===== src/rtl/watch_pkg.sv =====
// Shared definitions for the watch control slice: FSM states, field indices
// and the default cycle counts used by the control unit and its helpers.
package watch_pkg;

  typedef enum logic [1:0] {
    ST_RUN  = 2'd0,
    ST_EDIT = 2'd1,
    ST_LOCK = 2'd2
  } state_t;

  // Field indices; o_digit_sel is one-hot on these positions.
  localparam int FLD_MSEC = 0;
  localparam int FLD_SEC  = 1;
  localparam int FLD_MIN  = 2;
  localparam int FLD_HOUR = 3;

  // Default cycle counts at 100 MHz.
  localparam int DEF_HOLD_CYCLES    = 50_000_000;
  localparam int DEF_REPEAT_CYCLES  = 10_000_000;
  localparam int DEF_TIMEOUT_CYCLES = 1_000_000_000;
  localparam int DEF_BLINK_CYCLES   = 25_000_000;

endpackage


===== src/rtl/watch_ctrl_unit_btn_repeat.sv =====
// Rising-edge detector with auto-repeat for one debounced button.
// o_pulse is combinational; the owner registers it.
// A pulse fires on the rise, then again HOLD_CYCLES later, then every
// REPEAT_CYCLES while the level stays high. Dropping en or the level
// cancels the sequence; it only restarts on a fresh rise.
module btn_repeat
  import watch_pkg::*;
#(
  parameter int HOLD_CYCLES   = DEF_HOLD_CYCLES,
  parameter int REPEAT_CYCLES = DEF_REPEAT_CYCLES
) (
  input  logic clk,
  input  logic reset,
  input  logic en,
  input  logic i_level,
  output logic o_pulse
);

  localparam int MAXC = (HOLD_CYCLES > REPEAT_CYCLES) ? HOLD_CYCLES : REPEAT_CYCLES;
  localparam int CW   = (MAXC > 1) ? $clog2(MAXC) : 1;

  logic          level_q, level_d;
  logic          active_q, active_d;
  logic          rep_q, rep_d;
  logic [CW-1:0] cnt_q, cnt_d;

  // Edge detect, hold phase, then periodic repeat phase.
  always_comb begin
    level_d  = i_level;
    active_d = active_q;
    rep_d    = rep_q;
    cnt_d    = cnt_q;
    o_pulse  = 1'b0;
    if (!en || !i_level) begin
      active_d = 1'b0;
      rep_d    = 1'b0;
      cnt_d    = '0;
    end else if (!level_q) begin
      o_pulse  = 1'b1;
      active_d = 1'b1;
      rep_d    = 1'b0;
      cnt_d    = '0;
    end else if (active_q) begin
      if (!rep_q) begin
        if (cnt_q == CW'(HOLD_CYCLES - 1)) begin
          o_pulse = 1'b1;
          rep_d   = 1'b1;
          cnt_d   = '0;
        end else begin
          cnt_d = cnt_q + CW'(1);
        end
      end else if (cnt_q == CW'(REPEAT_CYCLES - 1)) begin
        o_pulse = 1'b1;
        cnt_d   = '0;
      end else begin
        cnt_d = cnt_q + CW'(1);
      end
    end
  end

  // State registers with synchronous active-low reset.
  always_ff @(posedge clk) begin
    if (!reset) begin
      level_q  <= 1'b0;
      active_q <= 1'b0;
      rep_q    <= 1'b0;
      cnt_q    <= '0;
    end else begin
      level_q  <= level_d;
      active_q <= active_d;
      rep_q    <= rep_d;
      cnt_q    <= cnt_d;
    end
  end

endmodule


===== src/rtl/watch_ctrl_unit.sv =====
// Watch control FSM: turns debounced buttons/switches into datapath strobes
// (run, mode, clear, field select, up/down) with auto-repeat, edit timeout
// and a blink flag. All outputs are registered. o_dbg_state exposes the FSM.
// Strobes are single-cycle pulses with no handshake: the datapath must act on
// every cycle a strobe is high; there is no back-pressure.
module watch_ctrl_unit
  import watch_pkg::*;
#(
  parameter int HOLD_CYCLES    = DEF_HOLD_CYCLES,
  parameter int REPEAT_CYCLES  = DEF_REPEAT_CYCLES,
  parameter int TIMEOUT_CYCLES = DEF_TIMEOUT_CYCLES,
  parameter int BLINK_CYCLES   = DEF_BLINK_CYCLES
) (
  input  logic       clk,
  input  logic       reset,
  input  logic       i_sw_set,
  input  logic       i_sw_mode,
  input  logic       i_sw_disp,
  input  logic       i_btn_l,
  input  logic       i_btn_r,
  input  logic       i_btn_u,
  input  logic       i_btn_d,
  input  logic       i_btn_c,
  output logic       o_run,
  output logic       o_mode,
  output logic       o_clear,
  output logic [3:0] o_digit_sel,
  output logic       o_time_up,
  output logic       o_time_down,
  output logic       o_sel_disp,
  output logic       o_blink,
  output logic       o_editing,
  output logic [1:0] o_dbg_state
);

  localparam int TW = (TIMEOUT_CYCLES > 1) ? $clog2(TIMEOUT_CYCLES) : 1;
  localparam int BW = (BLINK_CYCLES > 1) ? $clog2(BLINK_CYCLES) : 1;

  // Button vector order: [0]=l [1]=r [2]=u [3]=d [4]=c
  logic [4:0] btn_vec, btn_q, btn_d, rise;
  state_t     state_q, state_d;
  logic [1:0] cursor_q, cursor_d;
  logic [TW-1:0] to_cnt_q, to_cnt_d;
  logic [BW-1:0] blink_cnt_q, blink_cnt_d;
  logic       blink_q, blink_d;
  logic       up_pulse, dn_pulse, rep_en, activity;
  logic       run_q, run_d, mode_q, mode_d, clear_q, clear_d;
  logic       up_q, up_d, down_q, down_d, sel_disp_q, sel_disp_d, editing_q, editing_d;
  logic [3:0] digit_sel_q, digit_sel_d;

  assign btn_vec = {i_btn_c, i_btn_d, i_btn_u, i_btn_r, i_btn_l};
  assign rise    = btn_vec & ~btn_q;
  // Up/down only act in EDIT and cancel each other when pressed together.
  assign rep_en  = (state_q == ST_EDIT) && !(i_btn_u && i_btn_d);

  btn_repeat #(.HOLD_CYCLES(HOLD_CYCLES), .REPEAT_CYCLES(REPEAT_CYCLES)) u_rep_up (
    .clk(clk), .reset(reset), .en(rep_en), .i_level(i_btn_u), .o_pulse(up_pulse)
  );
  btn_repeat #(.HOLD_CYCLES(HOLD_CYCLES), .REPEAT_CYCLES(REPEAT_CYCLES)) u_rep_dn (
    .clk(clk), .reset(reset), .en(rep_en), .i_level(i_btn_d), .o_pulse(dn_pulse)
  );

  assign activity = (|rise) || up_pulse || dn_pulse;

  // Next state, cursor, timeout/blink counters and next registered outputs.
  always_comb begin
    btn_d       = btn_vec;
    state_d     = state_q;
    cursor_d    = cursor_q;
    to_cnt_d    = to_cnt_q;
    blink_cnt_d = '0;
    blink_d     = 1'b0;
    case (state_q)
      ST_RUN: begin
        if (i_sw_set) begin
          state_d  = ST_EDIT;
          cursor_d = 2'(FLD_MSEC);
          to_cnt_d = '0;
        end
      end
      ST_EDIT: begin
        if (blink_cnt_q == BW'(BLINK_CYCLES - 1)) begin
          blink_cnt_d = '0;
          blink_d     = ~blink_q;
        end else begin
          blink_cnt_d = blink_cnt_q + BW'(1);
          blink_d     = blink_q;
        end
        if (rise[0] && !rise[1]) cursor_d = cursor_q + 2'd1;
        if (rise[1] && !rise[0]) cursor_d = cursor_q - 2'd1;
        if (activity) begin
          to_cnt_d = '0;
        end else if (to_cnt_q != TW'(TIMEOUT_CYCLES - 1)) begin
          to_cnt_d = to_cnt_q + TW'(1);
        end
        if (!i_sw_set) begin
          state_d = ST_RUN;
        end else if (!activity && to_cnt_q == TW'(TIMEOUT_CYCLES - 1)) begin
          state_d = ST_LOCK;
        end
      end
      ST_LOCK: begin
        if (!i_sw_set) state_d = ST_RUN;
      end
      default: state_d = ST_RUN;
    endcase
    // Blink only runs inside EDIT and restarts from 0 on every entry.
    if (state_d != ST_EDIT) begin
      blink_cnt_d = '0;
      blink_d     = 1'b0;
    end
    run_d       = (state_d != ST_EDIT);
    editing_d   = (state_d == ST_EDIT);
    mode_d      = i_sw_mode;
    digit_sel_d = 4'b0001 << cursor_d;
    sel_disp_d  = (state_d == ST_EDIT) ? cursor_d[1] : i_sw_disp;
    clear_d     = (state_q != ST_EDIT) && rise[4];
    up_d        = up_pulse;
    down_d      = dn_pulse;
  end

  // Registers with synchronous active-low reset.
  always_ff @(posedge clk) begin
    if (!reset) begin
      btn_q       <= '0;
      state_q     <= ST_RUN;
      cursor_q    <= 2'(FLD_MSEC);
      to_cnt_q    <= '0;
      blink_cnt_q <= '0;
      blink_q     <= 1'b0;
      run_q       <= 1'b1;
      mode_q      <= 1'b0;
      clear_q     <= 1'b0;
      up_q        <= 1'b0;
      down_q      <= 1'b0;
      sel_disp_q  <= 1'b0;
      editing_q   <= 1'b0;
      digit_sel_q <= 4'b0001;
    end else begin
      btn_q       <= btn_d;
      state_q     <= state_d;
      cursor_q    <= cursor_d;
      to_cnt_q    <= to_cnt_d;
      blink_cnt_q <= blink_cnt_d;
      blink_q     <= blink_d;
      run_q       <= run_d;
      mode_q      <= mode_d;
      clear_q     <= clear_d;
      up_q        <= up_d;
      down_q      <= down_d;
      sel_disp_q  <= sel_disp_d;
      editing_q   <= editing_d;
      digit_sel_q <= digit_sel_d;
    end
  end

  assign o_run       = run_q;
  assign o_mode      = mode_q;
  assign o_clear     = clear_q;
  assign o_digit_sel = digit_sel_q;
  assign o_time_up   = up_q;
  assign o_time_down = down_q;
  assign o_sel_disp  = sel_disp_q;
  assign o_blink     = blink_q;
  assign o_editing   = editing_q;
  assign o_dbg_state = state_q;

endmodule


===== config.mk =====
export PLATFORM = sky130hd
export DESIGN_NAME = watch_ctrl_unit
export DESIGN_NICKNAME = d
export VERILOG_FILES = /design/src/rtl/watch_pkg.sv /design/src/rtl/watch_ctrl_unit_btn_repeat.sv /design/src/rtl/watch_ctrl_unit.sv
export SDC_FILE = /design/constraint.sdc
export NUM_CORES = 1
export LEC_CHECK = 0
export CAP_MARGIN = 20
export CORE_ASPECT_RATIO = 1.5
export CORE_UTILIZATION = 49
export DETAILED_ROUTE_END_ITERATION = 12
export PLACE_DENSITY = 0.63
export SETUP_SLACK_MARGIN = 0.15
export SYNTH_ARGS = -nofsm -noshare
export SYNTH_HDL_FRONTEND = slang
export SYNTH_SLANG_ARGS = --single-unit

===== constraint.sdc =====
create_clock -name clk -period 6 [get_ports clk]
set_input_delay 0.9 -clock clk [delete_from_list [all_inputs] [get_ports clk]]
set_output_delay 0.9 -clock clk [all_outputs]
set_load 0.02 [all_outputs]

==> impl_metrics.csv <==
group,metric,value,unit
routing,drt-total-wl,12900,um
clock_network,clkLatencyLatePin,410,ps
timing,drv_slew,0,
yosys,ys_seq_area_share,43.6,%
timing,setup_ws,2550,ps
clock_network,post_cts_resize_count,0,
yosys,synth-xor-area-share,10.5,%
clock_network,cts_hold_buf,0,
yosys,synthSimpleGateAreaFrac,32.8,%
final_layout,areaGrowthSynthToFinish,15.6,%
timing,fin_crit,3450,ps
clock_network,cts_tree,"built",
setup_path,critPathLaunchType,"input pin",
setup_path,slowest_stage,"clkdlybuf4s50_1",
yosys,syn_area,6070,sq um
timing,tns,0,ps
yosys,synth_ff_type,"dfxtp_1",
hold_path,hold_class,"register to register",
grt,grt_pass1_vias,4779,
routing,route.detailed.drc,0,
routing,vias,4979,
clock_network,cts_setup_buffers,0,
routing,drt_pass1_iterations,4,
setup_path,critPathKind,"input pin to register",
yosys,synth_compound_area_share,8.66,%
grt,grt_max_degree,29,
pwr,power_switching,0.000405,W
pwr,irDropWorstVdd,167,uV
routing,via_per_inst,5.51,
placed_design,placed_area,6420,sq um
floorplanning,ioPinCount,24,
floorplanning,die_x,92.8,um
pwr,p_comb_share,2.7,%
pwr,clkPwrFrac,52.6,%
final_layout,fill_cells,1136,
pwr,seqPwrFrac,44.8,%
placed_design,gp_congestion,0.831,
outcome,status,"complete, no violations",
pwr,pwr_density_cell,282,nW/um^2
yosys,synth.distinct_cells,58,
setup_path,worstPathArrival,3760,ps
pwr,swShare,20.4,%
grt,grt_antenna_before_repair,0,
grt,grtUsageTotal,21.3,%
timing,hold_viol_final,0,
yosys,async_reset_ff_share,0,%
routing,routedWlPerCell,14.3,um
yosys,synth-seq-cells,132,
routing,drt-initial-drc-count,284,
grt,grt_pass1_wl,22200,um
run,maxCapViolCount,0,
pwr,p_int,0.00158,W
floorplanning,dieHeight,138,um
setup_path,crit_chain,"clkdlybuf4s50_1 -> nand2_1 -> nor2_1 -> nand3_1 -> a21oi_1",
clock_network,root_buffer,"clkbuf_16",
timing,clock-skew-final,9.96,ps
setup_path,worstPathBufferInverterCount,1,
timing,relSlewSlack,29.3,%
yosys,synth_nets,729,
setup_path,cp.required,6310,ps
final_layout,stdcell_area,7010,sq um
setup_path,cpPeakStageDelay,900,ps
final_layout,insertedDiodeCount,0,
yosys,syn_inst,715,
timing,post-route-period-util,57.5,%
placed_design,placedCellCount,872,
timing,fmax,0.290,GHz
timing,holdWs,429,ps
pwr,power.leakage,2.27,nW
clock_network,numCtsBuffers,17,
yosys,synth_fa_ha_area_share,0.825,%
floorplanning,dieArea,12800,sq um
yosys,synth_edf_count,0,
final_layout,fin_nets,752,
placed_design,io_buffers,23,
timing,rsz0062_at_grt,"no",
yosys,synth_top_family_by_area,"simple AND/OR/NAND/NOR gates",
timing,setup_viol,0,
setup_path,end_kind,"register",
clock_network,htree_levels,4,
floorplanning,rows,49,
clock_network,clk_pin_slew_worst_paths,50,ps
final_layout,drive_gt1_share,6.27,%
routing,ant_nets,0,
clock_network,clock-sinks,132,
grt,grt_overflow,0,
placed_design,hpwl,8940,um
yosys,muxShareOfSynthArea,0.825,%
yosys,ys_warn_count,0,
placed_design,post-place-ws,2100,ps
final_layout,stdcell_count,903,
clock_network,cts_buffer_depth,2,
setup_path,critPathTopFamily,"simple AND/OR/NAND/NOR gates",
setup_path,cp_max_fo,26,
timing,worstMarginPinSlew,1060,ps
floorplanning,core,12000,sq um
yosys,avgSynthCellArea,8.48,sq um
floorplanning,start_util,50.5,%
==> worst reg2reg max path: stages, from the launching register on <==
cell	delay (ps)
dfxtp_1	400
ha_1	240
nand3_1	110
or3_1	480
nor3_1	400
and3_1	220
a32o_1	880
o21ai_0	240
o31ai_1	100
==> cells in the mapped netlist (all sizes together), types with 4 or more instances <==
cell | instances | area share (%)
o21ai | 36 | 3.0
a211oi | 4 | 0.50
nand3 | 46 | 3.8
nor2 | 99 | 6.2
xnor2 | 31 | 4.5
nor2b | 4 | 0.41
nand2b | 4 | 0.41
buf | 8 | 0.64
and2 | 13 | 1.3
or3 | 11 | 1.1
and4 | 9 | 1.3
o211ai | 5 | 0.85
nand2 | 63 | 3.9
nand4 | 26 | 2.9
nor4 | 9 | 1.5
mux2i | 5 | 0.83
ha | 4 | 0.83
inv | 22 | 1.4
nor3 | 44 | 3.7
a21oi | 19 | 1.6
dfxtp | 132 | 44
or2 | 4 | 0.41
clkbuf | 12 | 0.76
xor2 | 42 | 6.1
nor3b | 4 | 0.58
and3 | 22 | 2.3
nor4b | 4 | 0.58
o31ai | 6 | 0.74
==> metal layers <==
metal,wire (um),global-route usage [%]
met3,415,4.62
met4,171,7.94
met5,0,0
met2,6340,35.5
met1,5970,26.5
==> final timing paths <==
kind          startpoint                 end  slack (ps)  cells past startpoint
max reg2reg  to_cnt_q[0]        to_cnt_q[19]        2870                      8
max                reset  u_rep_up.cnt_q[22]        2550                      5
min reg2reg     btn_q[4]             o_clear         430                      1
min             btn_q[4]             o_clear         430                      1
==> power by group through the flow <==
stage	Combinational (W)	Clock, W	Sequential [W]
finish	0.0000525	0.00104	0.000887
global route	0.0000576	0.00110	0.000887
CTS	0.0000528	0.00106	0.000887
detailed placement	0.0000524	0	0.000906
global placement	0.0000520	0	0.000906
floorplan	0.0000283	0	0.000909
==> area by class of cell <==
cell class | instances | area, sq um | area share (%)
clock buffers | 22 | 464 | 6.62
clock inverters | 9 | 129 | 1.84
inverters | 22 | 82.6 | 1.18
multi-input cells | 541 | 3260 | 46.5
flip-flops and latches | 132 | 2640 | 37.7
well taps | 153 | 191 | 2.73
repair buffers | 24 | 238 | 3.39
==> stage by stage <==
step           util, %  power, W
3_5_place_dp      53.4  0.000958
6_report          58.3   0.00198
5_1_grt           58.3   0.00204
2_1_floorplan        -  0.000937
3_3_place_gp      53.4  0.000958
4_1_cts           58.3   0.00200
==> state kept, by name, summed over array words and instances (netlist names) <==
name,cells
blink_cnt_q,25
btn_q,5
cursor_q,2
o_blink,1
o_clear,1
o_dbg_state,2
o_digit_sel,4
o_editing,1
o_mode,1
o_run,1
o_sel_disp,1
o_time_down,1
o_time_up,1
to_cnt_q,30
u_rep_dn.active_q,1
u_rep_dn.cnt_q,26
u_rep_dn.rep_q,1
u_rep_up.active_q,1
u_rep_up.cnt_q,26
u_rep_up.rep_q,1
==> kinds of logic (layout without fill, tap and decap cells) <==
| group | after synthesis | count (layout) |
|---|---|---|
| and+or+nand+nor | 377 | 377 |
| DFF | 132 | 132 |
| AOI/OAI and AO/OA | 82 | 82 |
| xor gates and xnor gates | 73 | 73 |
| buffers and inverters | 42 | 77 |
| muxes | 5 | 5 |
| adders and majority gates | 4 | 4 |
==> cell usage in the layout, fill, tap and decap left out, drive strengths merged, types with 3 or more instances in the layout <==
cell type / n
or4bb: 3
o31ai: 6
or2: 4
nand3: 46
and3: 22
nand4: 26
ha: 4
nor4bb: 3
o21ai: 36
nor2b: 4
and4: 9
dfxtp: 132
nor3: 44
a211oi: 4
nor3b: 4
nand2b: 4
clkinv: 4
a21oi: 19
inv: 22
bufinv: 3
nand3b: 3
nor4b: 4
clkdlybuf4s50: 23
nand2: 63
o211ai: 5
mux2i: 5
xor2: 42
clkbuf: 22
and2: 13
nor4: 9
xnor2: 31
nor2: 99
or3: 11
Power figures use the tool's default switching activity.
